**src/rtl/aes_encrypt_controller.sv**
```systemverilog
// ============================================================================
// Module  : aes_encrypt_controller
// Purpose : Sequences AES-128 encryption rounds over an external datapath and
//           fetches round keys 0..NUM_ROUNDS from the key schedule.
// Options : AES_ENC_ABORT_EN adds the abort input and aborted output.
// Revision: 1.0 - initial release
// ============================================================================
`default_nettype none

module aes_encrypt_controller #(
    parameter int NUM_ROUNDS = 10
) (
    input  logic         clk,
    input  logic         n_rst,
    input  logic         start,
    input  logic [127:0] data_in,
    input  logic         key_ack,
    input  logic [127:0] dp_result,
`ifdef AES_ENC_ABORT_EN
    input  logic         abort,
    output logic         aborted,
`endif
    output logic         key_req,
    output logic [3:0]   key_round,
    output logic [127:0] state_out,
    output logic         sub_bytes_enable,
    output logic         shift_rows_enable,
    output logic         mix_cols_enable,
    output logic         add_round_key_enable,
    output logic         busy,
    output logic         done,
    output logic [127:0] cipher_out
);

    localparam logic [3:0] LAST_ROUND = 4'(NUM_ROUNDS);

    typedef enum logic [2:0] {
        S_IDLE     = 3'd0,
        S_LOAD     = 3'd1,
        S_KEY_WAIT = 3'd2,
        S_ROUND    = 3'd3,
        S_DONE     = 3'd4
    } state_t;

    state_t       fsm_state;
    state_t       fsm_next;
    logic [3:0]   round;
    logic [3:0]   round_next;
    logic [127:0] state_reg;
    logic [127:0] state_reg_next;
    logic [127:0] cipher_reg;
    logic [127:0] cipher_next;
    logic         abort_hit;

`ifdef AES_ENC_ABORT_EN
    logic aborted_reg;

    assign abort_hit = abort && (fsm_state != S_IDLE);
    assign aborted   = aborted_reg;
`else
    assign abort_hit = 1'b0;
`endif

    always_ff @(posedge clk or negedge n_rst) begin
        if (!n_rst) begin
            fsm_state  <= S_IDLE;
            round      <= 4'd0;
            state_reg  <= 128'd0;
            cipher_reg <= 128'd0;
        end else begin
            fsm_state  <= fsm_next;
            round      <= round_next;
            state_reg  <= state_reg_next;
            cipher_reg <= cipher_next;
        end
    end

`ifdef AES_ENC_ABORT_EN
    always_ff @(posedge clk or negedge n_rst) begin
        if (!n_rst) begin
            aborted_reg <= 1'b0;
        end else begin
            aborted_reg <= abort_hit;
        end
    end
`endif

    always_comb begin
        fsm_next       = fsm_state;
        round_next     = round;
        state_reg_next = state_reg;
        cipher_next    = cipher_reg;
        case (fsm_state)
            S_IDLE: begin
                if (start) begin
                    fsm_next = S_LOAD;
                end
            end
            S_LOAD: begin
                state_reg_next = data_in;
                round_next     = 4'd0;
                fsm_next       = S_KEY_WAIT;
            end
            S_KEY_WAIT: begin
                if (key_ack) begin
                    fsm_next = S_ROUND;
                end
            end
            S_ROUND: begin
                state_reg_next = dp_result;
                if (round >= LAST_ROUND) begin
                    fsm_next = S_DONE;
                end else begin
                    round_next = round + 4'd1;
                    fsm_next   = S_KEY_WAIT;
                end
            end
            S_DONE: begin
                cipher_next = state_reg;
                fsm_next    = S_IDLE;
            end
            default: begin
                fsm_next = S_IDLE;
            end
        endcase
        // Abort overrides every transition and leaves the previous ciphertext intact.
        if (abort_hit) begin
            fsm_next       = S_IDLE;
            round_next     = 4'd0;
            state_reg_next = 128'd0;
            cipher_next    = cipher_reg;
        end
    end

    always_comb begin
        sub_bytes_enable     = 1'b0;
        shift_rows_enable    = 1'b0;
        mix_cols_enable      = 1'b0;
        add_round_key_enable = 1'b0;
        if (fsm_state == S_ROUND) begin
            add_round_key_enable = 1'b1;
            if (round != 4'd0) begin
                sub_bytes_enable  = 1'b1;
                shift_rows_enable = 1'b1;
                mix_cols_enable   = (round != LAST_ROUND);
            end
        end
    end

    // The ciphertext is presented straight from state_reg during DONE so it is valid with done.
    assign key_req    = (fsm_state == S_KEY_WAIT);
    assign key_round  = round;
    assign state_out  = state_reg;
    assign busy       = (fsm_state != S_IDLE);
    assign done       = (fsm_state == S_DONE) && !abort_hit;
    assign cipher_out = done ? state_reg : cipher_reg;

endmodule

`default_nettype wire

```
**config.mk**
```make
export PLATFORM = sky130hd
export DESIGN_NAME = aes_encrypt_controller
export DESIGN_NICKNAME = d
export VERILOG_FILES = /design/src/rtl/aes_encrypt_controller.sv
export SDC_FILE = /design/constraint.sdc
export NUM_CORES = 1
export LEC_CHECK = 0
export BUFFER_PORTS_ARGS = -buffer_cell sky130_fd_sc_hd__buf_2
export CORE_MARGIN = 2
export CORE_UTILIZATION = 28
export CTS_CLUSTER_SIZE = 12
export DETAILED_ROUTE_END_ITERATION = 10
export SYNTH_ARGS = -nofsm -noshare
export SYNTH_HDL_FRONTEND = slang
export SYNTH_SLANG_ARGS = --single-unit
```
**constraint.sdc**
```tcl
create_clock -name clk -period 1.7 [get_ports clk]
set_input_delay 0.255 -clock clk [delete_from_list [all_inputs] [get_ports clk]]
set_output_delay 0.255 -clock clk [all_outputs]
set_load 0.005 [all_outputs]
```
==> impl_summary.md, run 1 <==
Final layout
The finished cells cover 20600 um^2. Fill cells in the final layout number 3254. The library cell used most frequently in the layout, excluding fill and tap cells, is buf_2. The synthesis-to-finish area growth is 80.1%. The number of nets in the finished design is 1982. The fraction of layout instances using a drive strength above 1 is 0.526. Leaving out fill and tap cells, the most frequent cells in the layout are buf_2 (423), dfrtp_1 (262), dlygate4sd3_1 (197). The number of inserted diodes is 0.

Power
IR analysis of the VDD net gives a maximum drop of 822 uV. Of the total power, the share spent switching nets is 0.338. The static leakage power is 10.6 nW. The sequential share of power is 0.332.

Of the total power, combinational logic draws 0.462. Dividing total power by cell area gives a power density of 1590 nW/um^2. The fraction of power consumed by the clock network is 0.206.

The net switching power figure is 11.0 mW. The internal power of the cells totals 21.6 mW. Total power for the finished layout comes to 32.7 mW.

STA
The routed design could run at a clock period as short as 2440 ps. Of the available clock period, the critical path in the final layout requires 1.44. The worst hold slack after final layout is 3.67 ps. In the post-route analysis, the smallest setup slack over all paths is -740 ps. In this run the tightest slew margin relative to its limit is 0.676. The number of hold-slack violations in the final timing report is 0. Setup repair after global routing could not meet its margin everywhere.

The slew at the pin closest to its max-slew limit is 486 ps. The final-report setup violation count is 193. The worst-case clock skew is 13.2 ps.

The number of max-slew violations in the final report is 0. The peak clock frequency supported by timing is 410 MHz.

Place
The placer congestion estimate is 0.826. The HPWL after detailed placement is 25700 um. Summing all placed instances gives a cell area of 15000 um^2. During placement, the flow inserted port buffers numbering 526.

Yosys
The share of the synthesized area in the top cell type is 0.577. Of the total synthesized cell area, the portion taken by AND, OR, NAND and NOR gates is 0.0522. After synthesis the cells add up to 11400 um^2. The yosys synthesis warning count is 0. The compound-gate portion of the synthesized area is 0.0625. Yosys mapped the design onto 30 distinct sky130hd cell types.

The part of the Yosys area used for sequential elements is 0.577. By area the synthesized netlist is led by dfrtp_1 (58%), mux2_4 (13%), mux2i_1 (11%), o21ai_0 (5.7%), nand2_1 (4.4%). In this run, synthesis produced a sequential element count of 263. The synthesized design spends more area on one cell type than any other, namely dfrtp_1.

The adder and majority gate portion of the synthesized area is 0.00329. A synthesized cell averages 13.1 um^2. Synthesis produced a netlist with a net count of 1136. The post-synthesis share of cell area spent on xor and xnor gates is 0. After synthesis, the largest family of logic cells by area is multiplexers.

The multiplexer area fraction after synthesis is 0.272. The number of standard cells after synthesis is 873.

Die
The placement row count is 73. The floorplan step set the die width to 206 um. The core footprint is 40000 um^2. For this design the top-level I/O count stands at 527. For this configuration, the core starts out at a cell density of 0.285.

The floorplan step set the die height to 206 um. The floorplan die area is 42400 um^2.

Hold path
Along the worst hold path, the cell count comes to 3. The worst min-delay path class is in2reg.

Setup path
The highest cell delay on the worst timing path is 480 ps. Along the worst path, the maximum fanout reaches 8. Measured in cells, the most critical reg-to-reg path has a length of 9. The critical register-to-register path endpoint is state_out[95]. The largest individual stage delay along the critical path comes from the cell dfrtp_4.

The required time reported for the critical path endpoint is 1440 ps. Among the stages of the critical path, the cell type that occurs most often is buf_12. In this run the critical register-to-register path is launched from fsm_state[1]. The classification of the worst setup path is reg2out. Following the worst setup path forward leads to its endpoint at cipher_out[106]. STA classifies the critical path endpoint as an output port.

The critical path arrival is 2180 ps. The critical path goes through nor2_4 -> and2_4 -> buf_12 -> buf_12 -> buf_12 -> mux2_4 -> buf_6. In this run the register-to-register setup slack is -140 ps. The type of element launching the critical path is a flip-flop. The critical path starts at fsm_state[1].

Detailed routing
The residual antenna-violating net count after detailed routing is 0. The per-cell via count in the routed design is 4.62. The per-cell routed wire length is 19.8 um.

The count of vias placed by the detailed router is 10479. The final wirelength is 44800 um. In this run, the number of DRC markers left after iteration 0 of detailed routing was 501. The detailed-routing iteration count for the pre-antenna-repair pass is 5.

In the routed design, unresolved DRC markers number 0.

Clock tree
After clock tree synthesis, the clock-pin slew on the worst setup and hold paths is 60 ps. TritonCTS built the clock tree. In this run the number of H-tree levels came out at 1.

The clock tree buffer depth is 3. Clock tree synthesis selected as its root buffer the cell clkbuf_16. Clock tree synthesis inserted a total of 30 buffers. The clock latency reported for the late side of the worst-skew pair is 560 ps.

Clock tree synthesis found a total of 263 sinks.

Global routing
The first-pass GRT wire length is 57000 um. The initial antenna violation count is 0. The number of global-route vias before repair is 10383. Global routing finished with a remaining overflow of 0. The pin count of the biggest net entering global routing is 69. In the global route stage, overall resource usage came out at 0.172.

Job
The reported max-cap violation count is 0.

Outcome
The final reports fail on negative setup slack. The flow ran to the end, but the final reports show violations.
worst min path at each step:
stage | endpoint | slack (ps) | from
detailed placement | cipher_reg[123] | 220 | n_rst
global route | state_out[89] | -2 | dp_result[89]
global placement | cipher_reg[123] | 220 | n_rst
floorplan | cipher_reg[0] | -40 | n_rst
finish | state_out[91] | 4 | dp_result[91]
CTS | state_out[12] | 0.006 | data_in[12]
repair_timing:
action,4_1_cts,5_1_grt
pin swaps,6,12
setup endpoints to repair,136,251
hold buffers,185,12
setup buffers,17,55
resized for setup,161,206
cloned,2,21
endpoints found under the hold margin,154,9
synth_stat cells:
library cell	n
dfrtp_1	263
nand2_1	133
o21ai_0	130
mux2i_1	129
mux2_4	100
buf_2	32
mux2_2	28
buf_6	13
clkbuf_1	12
nor2_1	4
nor3_1	4
a21oi_1	3
ha_1	3
buf_4	2
inv_1	2
a31o_2	1
a31oi_1	1
a41oi_1	1
and2_4	1
clkbuf_2	1
nand2b_1	1
nand2b_4	1
nand4_1	1
nor2_2	1
nor2b_1	1
nor3b_1	1
o21a_1	1
o221ai_1	1
o31ai_1	1
or3_1	1
cells by family (layout without fill, tap and decap cells):
kind of cell / count (synthesis) / in the layout
flip-flops: 263 / 263
multiplexers: 257 / 257
AND/OR/NAND/NOR: 149 / 149
AO/OA/AOI/OAI: 139 / 139
buffers and inverters: 62 / 931
adder cells (fa/ha/maj): 3 / 3
power groups by stage:
stage / Clock (mW) / Combinational, mW / Sequential, mW
floorplan: 0 / 5.31 / 10.5
global placement: 0 / 10.1 / 10.8
detailed placement: 0 / 10.3 / 10.9
CTS: 6.88 / 12.1 / 10.8
global route: 7.19 / 16.1 / 11.2
finish: 6.73 / 15.1 / 10.8
per-stage QoR:
stage / setup WS, ps / instances / utilization / TNS [ps]
after global placement: -165 / 1921 / 0.375 / -13670
after global routing: -812 / 2267 / 0.514 / -105380
after detailed placement: -191 / 1921 / 0.375 / -15790
after floorplan: 98.6 / 873 / - / 0
after CTS: -779 / 2180 / 0.469 / -93490
final: -740 / 2267 / 0.514 / -93100
layout make-up:
class,instances,area [um^2],area share
flip-flops and latches,263,6590,0.320
multi-input cells,548,4970,0.242
clock buffers,48,950,0.0462
inverters,2,7.51,0.000365
repair buffers,874,7290,0.355
clock inverters,7,97.6,0.00475
well taps,525,657,0.0319
worst max-delay path: cells and delay by family (launching register included):
kind                   cells  cell delay [ps]
buffers and inverters      4              550
DFF                        1              480
muxes                      1              330
and+or+nand+nor            2              260
metal layers:
| layer | global-route usage | vias up | share of wire |
|---|---|---|---|
| met4 | 0.0643 | 0 | 0.047 |
| met1 | 0.195 | 5082 | 0.37 |
| li1 | - | 4734 | - |
| met2 | 0.311 | 523 | 0.51 |
| met3 | 0.0413 | 140 | 0.071 |
| met5 | 0 | - | 0 |
Note: power is estimated with default switching activity, not from simulation.
==> inputs of run 2 (changes only) <==
==> constraint.sdc (replaced) <==
create_clock -name clk -period 2.2 [get_ports clk]
set_input_delay 0.33 -clock clk [delete_from_list [all_inputs] [get_ports clk]]
set_output_delay 0.33 -clock clk [all_outputs]
set_load 0.005 [all_outputs]
==> run 2 against run 1 <==
  * The flow still finishes with violations (negative setup slack)
  * Non-clock buffer count decreased by 275
  * Critical path depth up 1
  * Clock-buffer cell count decreased by 2
  * Combinational power shrank 39%
  * Final cell count down 12%
  * Critical path type unchanged
  * Largest cell class is now flip-flops and latches
  * Highest routed layer is now met5
==> impl_summary.md, run 2 (synthesized netlist as in run 1, its figures left out) <==
STA
The tightest hold path in the finished design has a slack of 61.5 ps. The number of max-slew violations in the final report was 0. Setup repair after global routing could not meet its margin everywhere.

Setup violations remaining at the end of the flow were counted as 131. Across all setup checks in the final design, the least slack found is -330 ps. In the finished design, the share of the clock period the worst path needs comes to 1.15. In this run the tightest slew margin relative to its limit is 0.581.

The routed design could run at a clock period as short as 2530 ps. The number of hold-slack violations in the final timing report is 0. The peak clock frequency supported by timing is 395 MHz.

The worst-case clock skew is 19.5 ps. The slew at the pin closest to its max-slew limit is 624 ps.

Die
From bottom edge to top edge, the die measures 206 um. In this run the count of I/O pins placed on the die edge is 527. The initial standard-cell utilization of the core is 0.285. In this run the horizontal extent of the chip is 206 um.

The floorplan die area is 42400 um^2. After floorplanning, the core was divided into 73 placement rows. In this run the standard cell core region covers 40000 um^2.

Power
The static leakage power is 9.38 nW. The worst-case vdd ir drop is 803 uV. The share of total power dissipated in the clock network is 0.231. Of the total power, combinational logic draws 0.404. The net switching power figure is 7.54 mW. The total internal power is 15.5 mW. Of the total power, registers draw 0.365. In this run the power density over the cells is 1330 nW/um^2. The net switching fraction of the power is 0.328.

Final layout
The final design utilization is 0.431. The fraction of layout instances using a drive strength above 1 is 0.535. The cell area after layout is 17300 um^2. Leaving out fill and tap cells, the most frequent cell in the layout is buf_2.

In the layout the commonest cells are buf_2 (419), dfrtp_1 (261), nand2_1 (133). The number of inserted diodes is 0. The finished layout holds 1992 standard cells, fillers aside.

The number of nets in the finished design is 1707. Counting the fill cells in the layout gives 3761. The synthesis-to-finish area growth is 51.2%.

Clock tree
Clock-pin slew was measured on the worst setup and hold paths at 60 ps. The CTS sink count is 263. The number of H-tree levels is 1. The number of clock buffers inserted by TritonCTS is 30.

At the later pin of the worst-skew pair, clock insertion delay measures 560 ps. TritonCTS built the clock tree. The clock root buffer master is clkbuf_16. The clock tree buffer depth is 3.

Global routing
Entering global routing, the biggest net connects 99 pins. The first-pass GRT wire length is 52300 um. Across every metal layer, demand over resource in global routing totals 0.159. The initial antenna violation count came to 1. The remaining global-route overflow is 0. The number of global-route vias before repair is 9051.

Setup path
In this run the worst path has a maximum fanout of 8. The critical path is of the reg2out type. The kind of end point of the critical path is an output port. Walking the worst path, the cells encountered are nor2_4 -> and2_4 -> buf_6 -> buf_12 -> buf_6 -> buf_6 -> mux2_4 -> buf_6. The critical path arrival is 2200 ps.

The cell seen most often among critical-path stages is buf_6. The critical-path cell with the highest stage delay is dfrtp_4. In this design, the stage delay of the slowest critical-path cell is 480 ps. The type of element launching the critical path is a flip-flop.

The required time reported for the critical path endpoint is 1870 ps.

Place
The post-place setup slack is 170 ps. The HPWL after detailed placement is 25100 um. The count of buffers added on input and output ports is 526.

The placer congestion estimate is 0.810. In this run the cell area measured after placement is 14800 um^2. The instance count after placement with tap cells included is 1899.

Outcome
The checks that failed: negative setup slack. The flow ran to the end, but the final reports show violations.

Hold path
The path class of the tightest hold or removal check is in2reg.

Detailed routing
The detailed-routing iteration count for the pre-antenna-repair pass is 4. In the routed design, unresolved DRC markers number 0. For this block, the routed nets add up to 35900 um of wire.

Dividing the detail-routed via count by the number of cells gives 4.43. For this block, the initial DRC count from the detailed router was 361. The count of vias placed by the detailed router is 8834. The detail route stage leaves a number of antenna-violating nets equal to 0. After detailed routing, the average wire length per cell comes to 18.0 um.

Job
The reported max-cap violation count is 0.
-- run 2: changes by cell type in the layout (fill, tap and decap cells not counted), moves of 14 or more --
cell           delta
dlygate4sd3_1   -196
mux2i_4          -18
buf_4            -25
clkbuf_16        -14
mux2i_1          +43
buf_6            -30
o21ai_0          +68
mux2i_2          -25
o21ai_1          -64
-- run 2: final cells by class --
class	instances	area, um^2	share of cell area
clock inverter	9	151	0.00877
tap	525	657	0.0381
timing repair buffer	599	4380	0.254
clock buffer	46	922	0.0534
inverter	2	7.51	0.000435
multi-input combinational	548	4560	0.264
sequential	263	6590	0.382
-- run 2: path summary, 6_finish.rpt --
kind                           startpoint               to  slack (ps)  depth (start not counted)
setup reg to reg             fsm_state[1]   cipher_reg[62]         450                          7
hold / removal               data_in[109]   state_out[109]          60                          3
setup / recovery             fsm_state[1]  cipher_out[117]        -330                          8
hold reg to reg            cipher_reg[46]   cipher_reg[46]         490                          1
min in group asynchronous           n_rst  cipher_reg[122]         310                          2
max in group asynchronous           n_rst   cipher_reg[71]        1190                          3
-- run 2: power groups by stage --
stage / Clock (mW) / Sequential, mW / Combinational, mW
2_1_floorplan: 0 / 8.10 / 4.10
3_3_place_gp: 0 / 8.37 / 7.67
3_5_place_dp: 0 / 8.42 / 7.79
4_1_cts: 5.47 / 8.39 / 8.84
5_1_grt: 5.67 / 8.65 / 10.1
6_report: 5.32 / 8.39 / 9.28
-- run 2: worst max-delay path: cells and delay by family, from the launching register on --
kind	cells	cell delay, ps
buf+inv	5	590
mux	1	310
simple gates	2	260
flops	1	480
-- run 2: stage by stage --
step                      total power, mW  setup TNS (ps)
after floorplan                      12.2               0
after global placement               16.0               0
after detailed placement             16.2               0
after CTS                            22.7          -41700
after global routing                 24.5          -43340
final                                23.0          -32770
-- run 2: per-layer routing --
layer	global-route usage	up-vias	part of all wire
met3	0.0391	55	0.066
met5	0	-	0.00020
met2	0.283	330	0.51
met4	0.0434	2	0.024
met1	0.193	4269	0.40
li1	-	4178	-
-- run 2: what timing repair did --
action | 4_1_cts | 5_1_grt
buffers inserted | 17 | 13
pin swaps | 2 | 1
hold buffers | 1 | 0
endpoints found under the setup margin | 129 | 132
cloned | 9 | 1
endpoints found under the hold margin | 49 | 0
gates resized for setup | 121 | 45
